--- src/rtl/branch_predictor_pkg.sv ---
// rtl/branch_predictor_pkg.sv - shared counter encodings and PC helper for the branch predictor
package branch_predictor_pkg;

  typedef logic [1:0] bp_ctr_t;

  localparam bp_ctr_t BP_SNT = 2'b00;
  localparam bp_ctr_t BP_WNT = 2'b01;
  localparam bp_ctr_t BP_WT  = 2'b10;
  localparam bp_ctr_t BP_ST  = 2'b11;

  function automatic logic [31:0] bp_pc_plus4(input logic [31:0] pc);
    return pc + 32'd4;
  endfunction

endpackage

--- src/rtl/branch_predictor_if.sv ---
// rtl/branch_predictor_if.sv - fetch lookup, execute update and redirect signals of the predictor
interface branch_predictor_if;

  logic        fetch_valid_i;
  logic [31:0] fetch_pc_i;
  logic        pred_valid_o;
  logic        pred_taken_o;
  logic [31:0] pred_target_o;
  logic        upd_valid_i;
  logic [31:0] upd_pc_i;
  logic        upd_taken_i;
  logic [31:0] upd_target_i;
  logic        upd_pred_taken_i;
  logic [31:0] upd_pred_target_i;
  logic        mispredict_o;
  logic [31:0] redirect_pc_o;

  modport slave (
    input  fetch_valid_i, fetch_pc_i,
    input  upd_valid_i, upd_pc_i, upd_taken_i, upd_target_i, upd_pred_taken_i, upd_pred_target_i,
    output pred_valid_o, pred_taken_o, pred_target_o, mispredict_o, redirect_pc_o
  );

  modport master (
    output fetch_valid_i, fetch_pc_i,
    output upd_valid_i, upd_pc_i, upd_taken_i, upd_target_i, upd_pred_taken_i, upd_pred_target_i,
    input  pred_valid_o, pred_taken_o, pred_target_o, mispredict_o, redirect_pc_o
  );

endinterface

--- src/rtl/branch_predictor_sat_counter.sv ---
// rtl/branch_predictor_sat_counter.sv - 2-bit saturating direction counter next-state function
module bp_sat_counter
  import branch_predictor_pkg::*;
(
  input  bp_ctr_t ctr_i,
  input  logic    taken_i,
  output bp_ctr_t ctr_o
);

  always_comb begin
    ctr_o = ctr_i;
    if (taken_i) begin
      if (ctr_i != BP_ST) ctr_o = ctr_i + 2'd1;
    end else begin
      if (ctr_i != BP_SNT) ctr_o = ctr_i - 2'd1;
    end
  end

endmodule

--- src/rtl/branch_predictor.sv ---
// rtl/branch_predictor.sv - direct-mapped BTB with 2-bit counters, fetch prediction and execute redirect
module branch_predictor
  import branch_predictor_pkg::*;
#(
  parameter int NUM_ENTRIES = 16
) (
  input logic                 clk,
  input logic                 reset,
  branch_predictor_if.slave   bp
);

  localparam int IDX_W = $clog2(NUM_ENTRIES);
  localparam int TAG_W = 32 - IDX_W - 2;

  typedef struct packed {
    logic             valid;
    logic [TAG_W-1:0] tag;
    logic [31:0]      target;
    bp_ctr_t          ctr;
  } bp_entry_t;

  bp_entry_t   table_q [NUM_ENTRIES];
  bp_entry_t   table_d [NUM_ENTRIES];
  logic        pred_valid_q, pred_valid_d;
  logic        pred_taken_q, pred_taken_d;
  logic [31:0] pred_target_q, pred_target_d;
  logic        mispredict_q, mispredict_d;
  logic [31:0] redirect_pc_q, redirect_pc_d;

  logic [IDX_W-1:0] f_idx, u_idx;
  bp_entry_t        f_entry, u_entry;
  logic             f_hit, u_hit;
  bp_ctr_t          u_ctr_next;

  assign f_idx   = bp.fetch_pc_i[IDX_W+1:2];
  assign u_idx   = bp.upd_pc_i[IDX_W+1:2];
  assign f_entry = table_q[f_idx];
  assign u_entry = table_q[u_idx];
  assign f_hit   = f_entry.valid && (f_entry.tag == bp.fetch_pc_i[31:IDX_W+2]);
  assign u_hit   = u_entry.valid && (u_entry.tag == bp.upd_pc_i[31:IDX_W+2]);

  bp_sat_counter u_sat_counter (
    .ctr_i   (u_entry.ctr),
    .taken_i (bp.upd_taken_i),
    .ctr_o   (u_ctr_next)
  );

  // Lookup reads table_q, so a same-cycle update to the same index is seen only from the next lookup.
  always_comb begin
    table_d = table_q;
    if (bp.upd_valid_i) begin
      if (u_hit) begin
        table_d[u_idx].ctr = u_ctr_next;
        if (bp.upd_taken_i) table_d[u_idx].target = bp.upd_target_i;
      end else if (bp.upd_taken_i) begin
        table_d[u_idx].valid  = 1'b1;
        table_d[u_idx].tag    = bp.upd_pc_i[31:IDX_W+2];
        table_d[u_idx].target = bp.upd_target_i;
        table_d[u_idx].ctr    = BP_WT;
      end
    end
  end

  always_comb begin
    pred_valid_d  = bp.fetch_valid_i;
    pred_taken_d  = bp.fetch_valid_i && f_hit && f_entry.ctr[1];
    pred_target_d = pred_target_q;
    if (bp.fetch_valid_i)
      pred_target_d = pred_taken_d ? f_entry.target : bp_pc_plus4(bp.fetch_pc_i);

    mispredict_d  = bp.upd_valid_i &&
                    ((bp.upd_taken_i != bp.upd_pred_taken_i) ||
                     (bp.upd_taken_i && (bp.upd_pred_target_i != bp.upd_target_i)));
    redirect_pc_d = redirect_pc_q;
    if (bp.upd_valid_i)
      redirect_pc_d = bp.upd_taken_i ? bp.upd_target_i : bp_pc_plus4(bp.upd_pc_i);
  end

  always_ff @(posedge clk) begin
    if (reset) begin
      for (int i = 0; i < NUM_ENTRIES; i++) begin
        table_q[i] <= '{valid: 1'b0, tag: '0, target: '0, ctr: BP_WNT};
      end
      pred_valid_q  <= 1'b0;
      pred_taken_q  <= 1'b0;
      pred_target_q <= '0;
      mispredict_q  <= 1'b0;
      redirect_pc_q <= '0;
    end else begin
      table_q       <= table_d;
      pred_valid_q  <= pred_valid_d;
      pred_taken_q  <= pred_taken_d;
      pred_target_q <= pred_target_d;
      mispredict_q  <= mispredict_d;
      redirect_pc_q <= redirect_pc_d;
    end
  end

  assign bp.pred_valid_o  = pred_valid_q;
  assign bp.pred_taken_o  = pred_taken_q;
  assign bp.pred_target_o = pred_target_q;
  assign bp.mispredict_o  = mispredict_q;
  assign bp.redirect_pc_o = redirect_pc_q;

endmodule

--- src/flat_wrapper.sv ---
// flat-port wrapper written by rule: the top's interface ports become plain ports
module branch_predictor_flat import branch_predictor_pkg::*;
#(
  parameter int NUM_ENTRIES = 16
)
  (clk, reset, bp_fetch_valid_i, bp_fetch_pc_i, bp_upd_valid_i, bp_upd_pc_i, bp_upd_taken_i, bp_upd_target_i, bp_upd_pred_taken_i, bp_upd_pred_target_i, bp_pred_valid_o, bp_pred_taken_o, bp_pred_target_o, bp_mispredict_o, bp_redirect_pc_o);
  branch_predictor_if bp_i ();
  input logic clk;
  input logic reset;
  input wire logic [$bits(bp_i.fetch_valid_i)-1:0] bp_fetch_valid_i;
  input wire logic [$bits(bp_i.fetch_pc_i)-1:0] bp_fetch_pc_i;
  input wire logic [$bits(bp_i.upd_valid_i)-1:0] bp_upd_valid_i;
  input wire logic [$bits(bp_i.upd_pc_i)-1:0] bp_upd_pc_i;
  input wire logic [$bits(bp_i.upd_taken_i)-1:0] bp_upd_taken_i;
  input wire logic [$bits(bp_i.upd_target_i)-1:0] bp_upd_target_i;
  input wire logic [$bits(bp_i.upd_pred_taken_i)-1:0] bp_upd_pred_taken_i;
  input wire logic [$bits(bp_i.upd_pred_target_i)-1:0] bp_upd_pred_target_i;
  output wire logic [$bits(bp_i.pred_valid_o)-1:0] bp_pred_valid_o;
  output wire logic [$bits(bp_i.pred_taken_o)-1:0] bp_pred_taken_o;
  output wire logic [$bits(bp_i.pred_target_o)-1:0] bp_pred_target_o;
  output wire logic [$bits(bp_i.mispredict_o)-1:0] bp_mispredict_o;
  output wire logic [$bits(bp_i.redirect_pc_o)-1:0] bp_redirect_pc_o;
  assign bp_i.fetch_valid_i = bp_fetch_valid_i;
  assign bp_i.fetch_pc_i = bp_fetch_pc_i;
  assign bp_i.upd_valid_i = bp_upd_valid_i;
  assign bp_i.upd_pc_i = bp_upd_pc_i;
  assign bp_i.upd_taken_i = bp_upd_taken_i;
  assign bp_i.upd_target_i = bp_upd_target_i;
  assign bp_i.upd_pred_taken_i = bp_upd_pred_taken_i;
  assign bp_i.upd_pred_target_i = bp_upd_pred_target_i;
  assign bp_pred_valid_o = bp_i.pred_valid_o;
  assign bp_pred_taken_o = bp_i.pred_taken_o;
  assign bp_pred_target_o = bp_i.pred_target_o;
  assign bp_mispredict_o = bp_i.mispredict_o;
  assign bp_redirect_pc_o = bp_i.redirect_pc_o;
  branch_predictor #(.NUM_ENTRIES(NUM_ENTRIES)) u_core (.clk(clk), .reset(reset), .bp(bp_i));
endmodule
--- config.mk ---
export PLATFORM = sky130hd
export DESIGN_NAME = branch_predictor_flat
export DESIGN_NICKNAME = d
export VERILOG_FILES = /design/src/rtl/branch_predictor_pkg.sv /design/src/rtl/branch_predictor_if.sv /design/src/rtl/branch_predictor_sat_counter.sv /design/src/rtl/branch_predictor.sv /design/src/flat_wrapper.sv
export SDC_FILE = /design/constraint.sdc
export NUM_CORES = 2
export LEC_CHECK = 0
export BUFFER_PORTS_ARGS = -buffer_cell sky130_fd_sc_hd__buf_2
export CAP_MARGIN = 20
export CORE_MARGIN = 1.5
export CORE_UTILIZATION = 40
export DETAILED_ROUTE_END_ITERATION = 10
export MAX_ROUTING_LAYER = met4
export PLACE_DENSITY = 0.63
export SLEW_MARGIN = 0
export SYNTH_ARGS = -nofsm -noshare
export SYNTH_HDL_FRONTEND = slang
export SYNTH_SLANG_ARGS = --single-unit
export TNS_END_PERCENT = 50
--- constraint.sdc ---
create_clock -name clk -period 11.1 [get_ports clk]
set_input_delay 1.11 -clock clk [delete_from_list [all_inputs] [get_ports clk]]
set_output_delay 1.11 -clock clk [all_outputs]
set_load 0.005 [all_outputs]
Word level (Yosys, flattened, before mapping). Cells that the tools add are included.

Add/sub/neg operators: 4. Magnitude comparators: 3. Equal/unequal tests: 5. Muxes and demuxes: 28. Bitwise operators: 2. Reductions and logical operators: 11.

Operators by type and width (number): bitwise mux 976 bit (6); two-way mux 976 bit (3); demux 61 bit (select 4 bit) (4); binary-select mux 61 bit (select 4 bit) (2); two-way mux 61 bit (5); adder 32 x 3 -> 32 bit, second input constant (2); two-way mux 32 bit (2); two-way mux 60 bit (1); == test 26 bit (2); two-way mux 34 bit (1); != test 32 bit (1); greater-or-equal comparator 5 bit, second input constant (2); inverter 4 -> 5 bit (2); two-way mux 2 bit (4); logical AND 1 bit (7); less-than comparator 5 x 1 -> 1 bit, second input constant (1); nonzero test 2 bit (2); adder 2 x 1 -> 2 bit, second input constant (1); != test 2 bit, second input constant (1); AND reduction 2 bit (1); subtractor 2 x 1 -> 2 bit, second input constant (1); logical OR 1 bit (1); != test 1 bit (1).

Bits in registers: 1043. Input port bits: 134. Output and inout bits: 67. Logic and storage cells: 122.

Logic depth before layout (Yosys ltp).
Depth after elaboration: 11. Depth in mapped cells: 17. Depth with buffers taken out: 9.

By module. A second synthesis with hierarchy kept.

Cells, all modules: 5417. Area total of the unflattened synthesis: 51141.5 µm².

Modules (own cells, without submodules): branch_predictor (instances 1, cells each 5414, area each 51115.3 µm², seq. area each 20880.0 µm²); bp_sat_counter (instances 1, cells each 3, area each 26.3 µm², seq. area each 0.0 µm²).

Least setup slack after synthesis. OpenSTA, ideal clock, no wires.

Kind: input -> register. Start: input port bp_upd_pc_i[3]. End: register u_core.table_q[359] (netlist name). Library setup time: 0.136 ns. Data arrival time: 4.250 ns. Data required time: 10.964 ns. Slack: 6.714 ns. Cell stages on the path: 14. Buffers on the path: 7. Path through: buf_2 buf_6 buf_2 buf_2 mux4_2 mux4_2 xor2_1 or4_1 or2_1 buf_2 buf_6 buf_6 a31oi_1 o311ai_1.

Cells in the longest elaborated chain, start to end: 10. Elaborated cells on any way between the ends: 25. Classes of those cells: order compare (2); eq/ne (1); mux (17); bitwise (1); reduce/logical (4).

RTL lines: from (decl) (line flat_wrapper.sv:13) `input wire logic [$bits(bp_i.upd_pc_i)-1:0] bp_upd_pc_i;`; inverter 4 -> 5 bit (implied by the code) *; greater-or-equal comparator 5 bit (implied by the code) / less-than comparator 5 x 1 -> 1 bit (equally long branches) (line branch_predictor.sv:57) `table_d[u_idx].tag = bp.upd_pc_i[31:IDX_W+2];`; logical AND 1 bit (implied by the code) (line branch_predictor.sv:57); two-way mux 60 bit (implied by the code) (line branch_predictor.sv:57); demux 61 bit (select 4 bit) (line branch_predictor.sv:57); bitwise mux 976 bit (line branch_predictor.sv:57); bitwise mux 976 bit (line branch_predictor.sv:58) `table_d[u_idx].target = bp.upd_target_i;`; bitwise mux 976 bit (line branch_predictor.sv:59) `table_d[u_idx].ctr = BP_WT;`; two-way mux 976 bit (line branch_predictor.sv:55) `end else if (bp.upd_taken_i) begin`; two-way mux 976 bit (line branch_predictor.sv:52) `if (u_hit) begin`; to (signal, indexed assignment) (line branch_predictor.sv:82) `table_q[i] <= '{valid: 1'b0, tag: '0, target: '0, ctr: BP_WNT};`; to (signal assigned) (line branch_predictor.sv:90) `table_q <= table_d;`; to (decl) (line branch_predictor.sv:22) `bp_entry_t table_q [NUM_ENTRIES];`.

Mark *: on every way between the ends. The rest lies on a longest branch, timed or not. The select of a mux whose other input is x is not followed. A chain may end at the register's enable or synchronous reset.

Worst setup path after layout.
Start: input port bp_upd_pc_i[2]. End: register u_core.table_q[34] (netlist name).

Same word-level chain as after synthesis.

==> key figures <==
Status
  – Status: finished, final reports clean

Finish
  – Most common cell after layout, fill and taps aside: nand2_1
  – Nets: 6275
  – Final Cell Area: 65400 µm²
  – Area Growth Syn to Fin: 8.14%
  – Layout Cells excl Fill: 8272
  – Most frequent cells in the layout: nand2_1, dfxtp_1, a21oi_1
  – Core Util, Final: 0.436
  – Proportion of layout cells with a drive suffix above 1: 0.153

Placed design
  – Pre-CTS setup slack: 4520 ps
  – I/O Buffers: 200
  – HPWL Detailed: 135000 µm
  – Post-DP Area: 61100 µm²
  – Placed Cells: 8030
  – Gpl congestion: 0.958

Timing
  – Peak Freq: 168 MHz
  – Slew @ Worst Pin: 1180 ps
  – Hold slack: 449 ps
  – Fin crit share: 0.537
  – Clock skew: 63.5 ps
  – Slew Viols, Final: 0
  – Final setup viols: 0
  – Setup ws final: 5130 ps
  – Crit path time final: 5970 ps
  – RSZ-0062 raised after global routing: no
  – Setup TNS: 0 ps
  – Final Hold Fails: 0
  – Max-slew headroom: 0.214

Yosys
  – Mapped cell area: 60400 µm²
  – Predominant post-synthesis flop cell: dfxtp_1
  – Cell count after synthesis: 6631
  – Syn Area/Cell: 9.11 µm²
  – Synth Register Bits: 1043
  – Yosys cell types: 71
  – Synthesized net count: 6771
  – Asr flop ratio synth: 0
  – Yosys synthesis warning count: 0
  – Number of flops mapped to enable cells by yosys: 0
  – Sequential fraction of the synthesis area: 0.345

Power and ir drop
  – Logic pwr share: 0.091
  – Switching portion of total power: 0.267
  – Psw: 2.38 mW
  – Clock power frac: 0.478
  – Power per cell area: 137 nW/µm²
  – Flop pwr share: 0.431
  – VDD IR max: 0.146 mV
  – P_int: 6.54 mW
  – Final total power: 8.92 mW
  – Pleak: 20.7 nW

Global route
  – Largest net degree at the start of global routing: 232
  – All-Layer GR Usage: 0.315
  – Gr ovfl total: 0
  – Antenna violations before repair: 23
  – Vias in the first global route: 52100
  – First-pass GRT wire length: 355000 µm

Clock network
  – Hold_buf cts: 0
  – Post-CTS setup buffers: 0
  – CTS root buf: clkbuf_16
  – Cts bufs inserted: 118
  – Bufs on Longest Clock Path: 3
  – Insertion delay to the later sink of the worst-skew pair: 790 ps
  – PostCTS Resize Cnt: 0
  – CTS tree: yes
  – CTS clk-pin slew, worst paths: 60 ps
  – CTS H-tree depth: 3
  – Clock Sinks: 1043

Floorplan
  – Die area: 153000 µm²
  – Initial Utilization: 0.403
  – Die Height: 392 µm
  – # IOs: 201
  – Cell Rows: 142
  – Die width: 392 µm
  – Core box area: 150000 µm²

Critical path
  – Critical R2R Launch: u_core.table_q[51]$_SDFFE_PP0P_
  – Slack of the worst reg-to-reg path: 6250 ps
  – Critical Path Source: bp_upd_pc_i[2]
  – Worst R2R End: u_core.table_q[550]$_SDFFE_PP0P_
  – Setup crit end: u_core.table_q[34]$_SDFFE_PP0P_
  – Crit path max fanout: 92
  – FF-to-FF path depth: 10
  – Nature of the critical path endpoint: flip-flop
  – Crit start category: input pin
  – Req. time, crit path: 11740 ps
  – Worst path arrival time: 6610 ps
  – Kind of critical path: input pin to flip-flop

Detailed routing
  – Initial DRC Count: 8986
  – Remaining DRCs: 0
  – Wire length per cell: 29.6 µm
  – Post-route ant nets: 0
  – Via count: 56700
  – Total Routed Length: 245000 µm
  – Via density: 6.86
  – Drt first pass iters: 8

Flow run
  – Max-cap viol count: 0

Worst hold path
  – Worst hold path class: flip-flop to flip-flop
-- how the worst min path moves through the flow --
stage | startpoint | endpoint | slack (ps) | cells past startpoint
3_5_place_dp | u_core.table_q[560]$_SDFFE_PP0P_ | u_core.table_q[560]$_SDFFE_PP0P_ | 440 | 2
2_1_floorplan | u_core.table_q[305]$_SDFFE_PP1P_ | u_core.table_q[305]$_SDFFE_PP1P_ | 430 | 2
4_1_cts | u_core.table_q[560]$_SDFFE_PP0P_ | u_core.table_q[560]$_SDFFE_PP0P_ | 450 | 2
3_3_place_gp | u_core.table_q[613]$_SDFFE_PP0P_ | u_core.table_q[613]$_SDFFE_PP0P_ | 440 | 2
6_report | u_core.table_q[4]$_SDFFE_PP0P_ | u_core.table_q[4]$_SDFFE_PP0P_ | 450 | 2
5_1_grt | u_core.table_q[89]$_SDFFE_PP0P_ | u_core.table_q[89]$_SDFFE_PP0P_ | 460 | 2
-- state kept, by name, indices dropped and copies added, names as in the netlist --
name	flops
u_core.bp.mispredict_o	1
u_core.bp.pred_valid_o	1
u_core.table_q	976
u_core.bp.redirect_pc_o	32
u_core.bp.pred_taken_o	1
u_core.bp.pred_target_o	32
-- synthesized netlist by cell type, types with 22 or more instances --
library cell | instances | area, µm²
buf_1 | 120 | 450
nor3b_1 | 436 | 3270
a41oi_1 | 32 | 280
o311ai_1 | 415 | 3630
mux4_2 | 385 | 8670
nor4_1 | 48 | 300
mux2i_1 | 124 | 1240
and2_1 | 22 | 138
and3_1 | 44 | 275
clkbuf_1 | 589 | 2210
o21ai_0 | 57 | 285
a31oi_1 | 417 | 2610
buf_2 | 127 | 636
buf_6 | 57 | 642
nor2b_1 | 36 | 225
xor2_1 | 66 | 578
nand2b_1 | 47 | 294
buf_4 | 38 | 285
nor2_1 | 111 | 417
dfxtp_1 | 1043 | 20900
a21oi_1 | 527 | 2640
nand4b_1 | 417 | 3650
nand3_1 | 34 | 170
xnor2_1 | 73 | 639
nand2_1 | 1144 | 4290
-- worst max-delay path: stages --
cell	delay [ps]
buf_6	440
buf_4	640
mux4_2	580
mux2i_1	210
xnor2_1	190
nor4_1	90
mux2i_1	860
or2_4	890
buf_4	940
nor2_1	120
a211o_1	320
-- final cells by class --
class	instances	area [µm²]
Fill cell	14300	84600
Tap cell	2016	2520
Clock inverter	55	800
Multi-Input combinational cell	4640	35500
Timing Repair Buffer	316	2130
Clock buffer	168	3420
Sequential cell	1043	20900
Antenna cell	18	45.0
Inverter	16	62.6
-- layer usage --
| metal | GRT usage | vias to the layer above | part of all wire |
|---|---|---|---|
| met1 | 0.396 | 28000 | 0.38 |
| met2 | 0.461 | 3765 | 0.44 |
| met5 | - | - | 0 |
| met3 | 0.0750 | 879 | 0.12 |
| met4 | 0.183 | 0 | 0.068 |
| li1 | - | 24100 | - |
-- power groups by stage --
stage                     combinational [mW]  sequential (mW)  clock, mW
after floorplan                        0.514             3.91          0
after global placement                 0.776             3.92          0
after detailed placement               0.786             3.92          0
after CTS                              0.788             3.84       4.28
after global routing                   0.840             3.84       4.45
final                                  0.815             3.84       4.27
-- logic make-up after synthesis --
| group | share of synthesized area |
|---|---|
| flip-flops | 0.345 |
| adder cells (fa/ha/maj) | 0.00157 |
| XOR/XNOR | 0.0201 |
| multiplexers | 0.165 |
| buffers and inverters | 0.0710 |
| AO/OA/AOI/OAI | 0.174 |
| AND/OR/NAND/NOR | 0.223 |
Power figures use the tool's default switching activity.
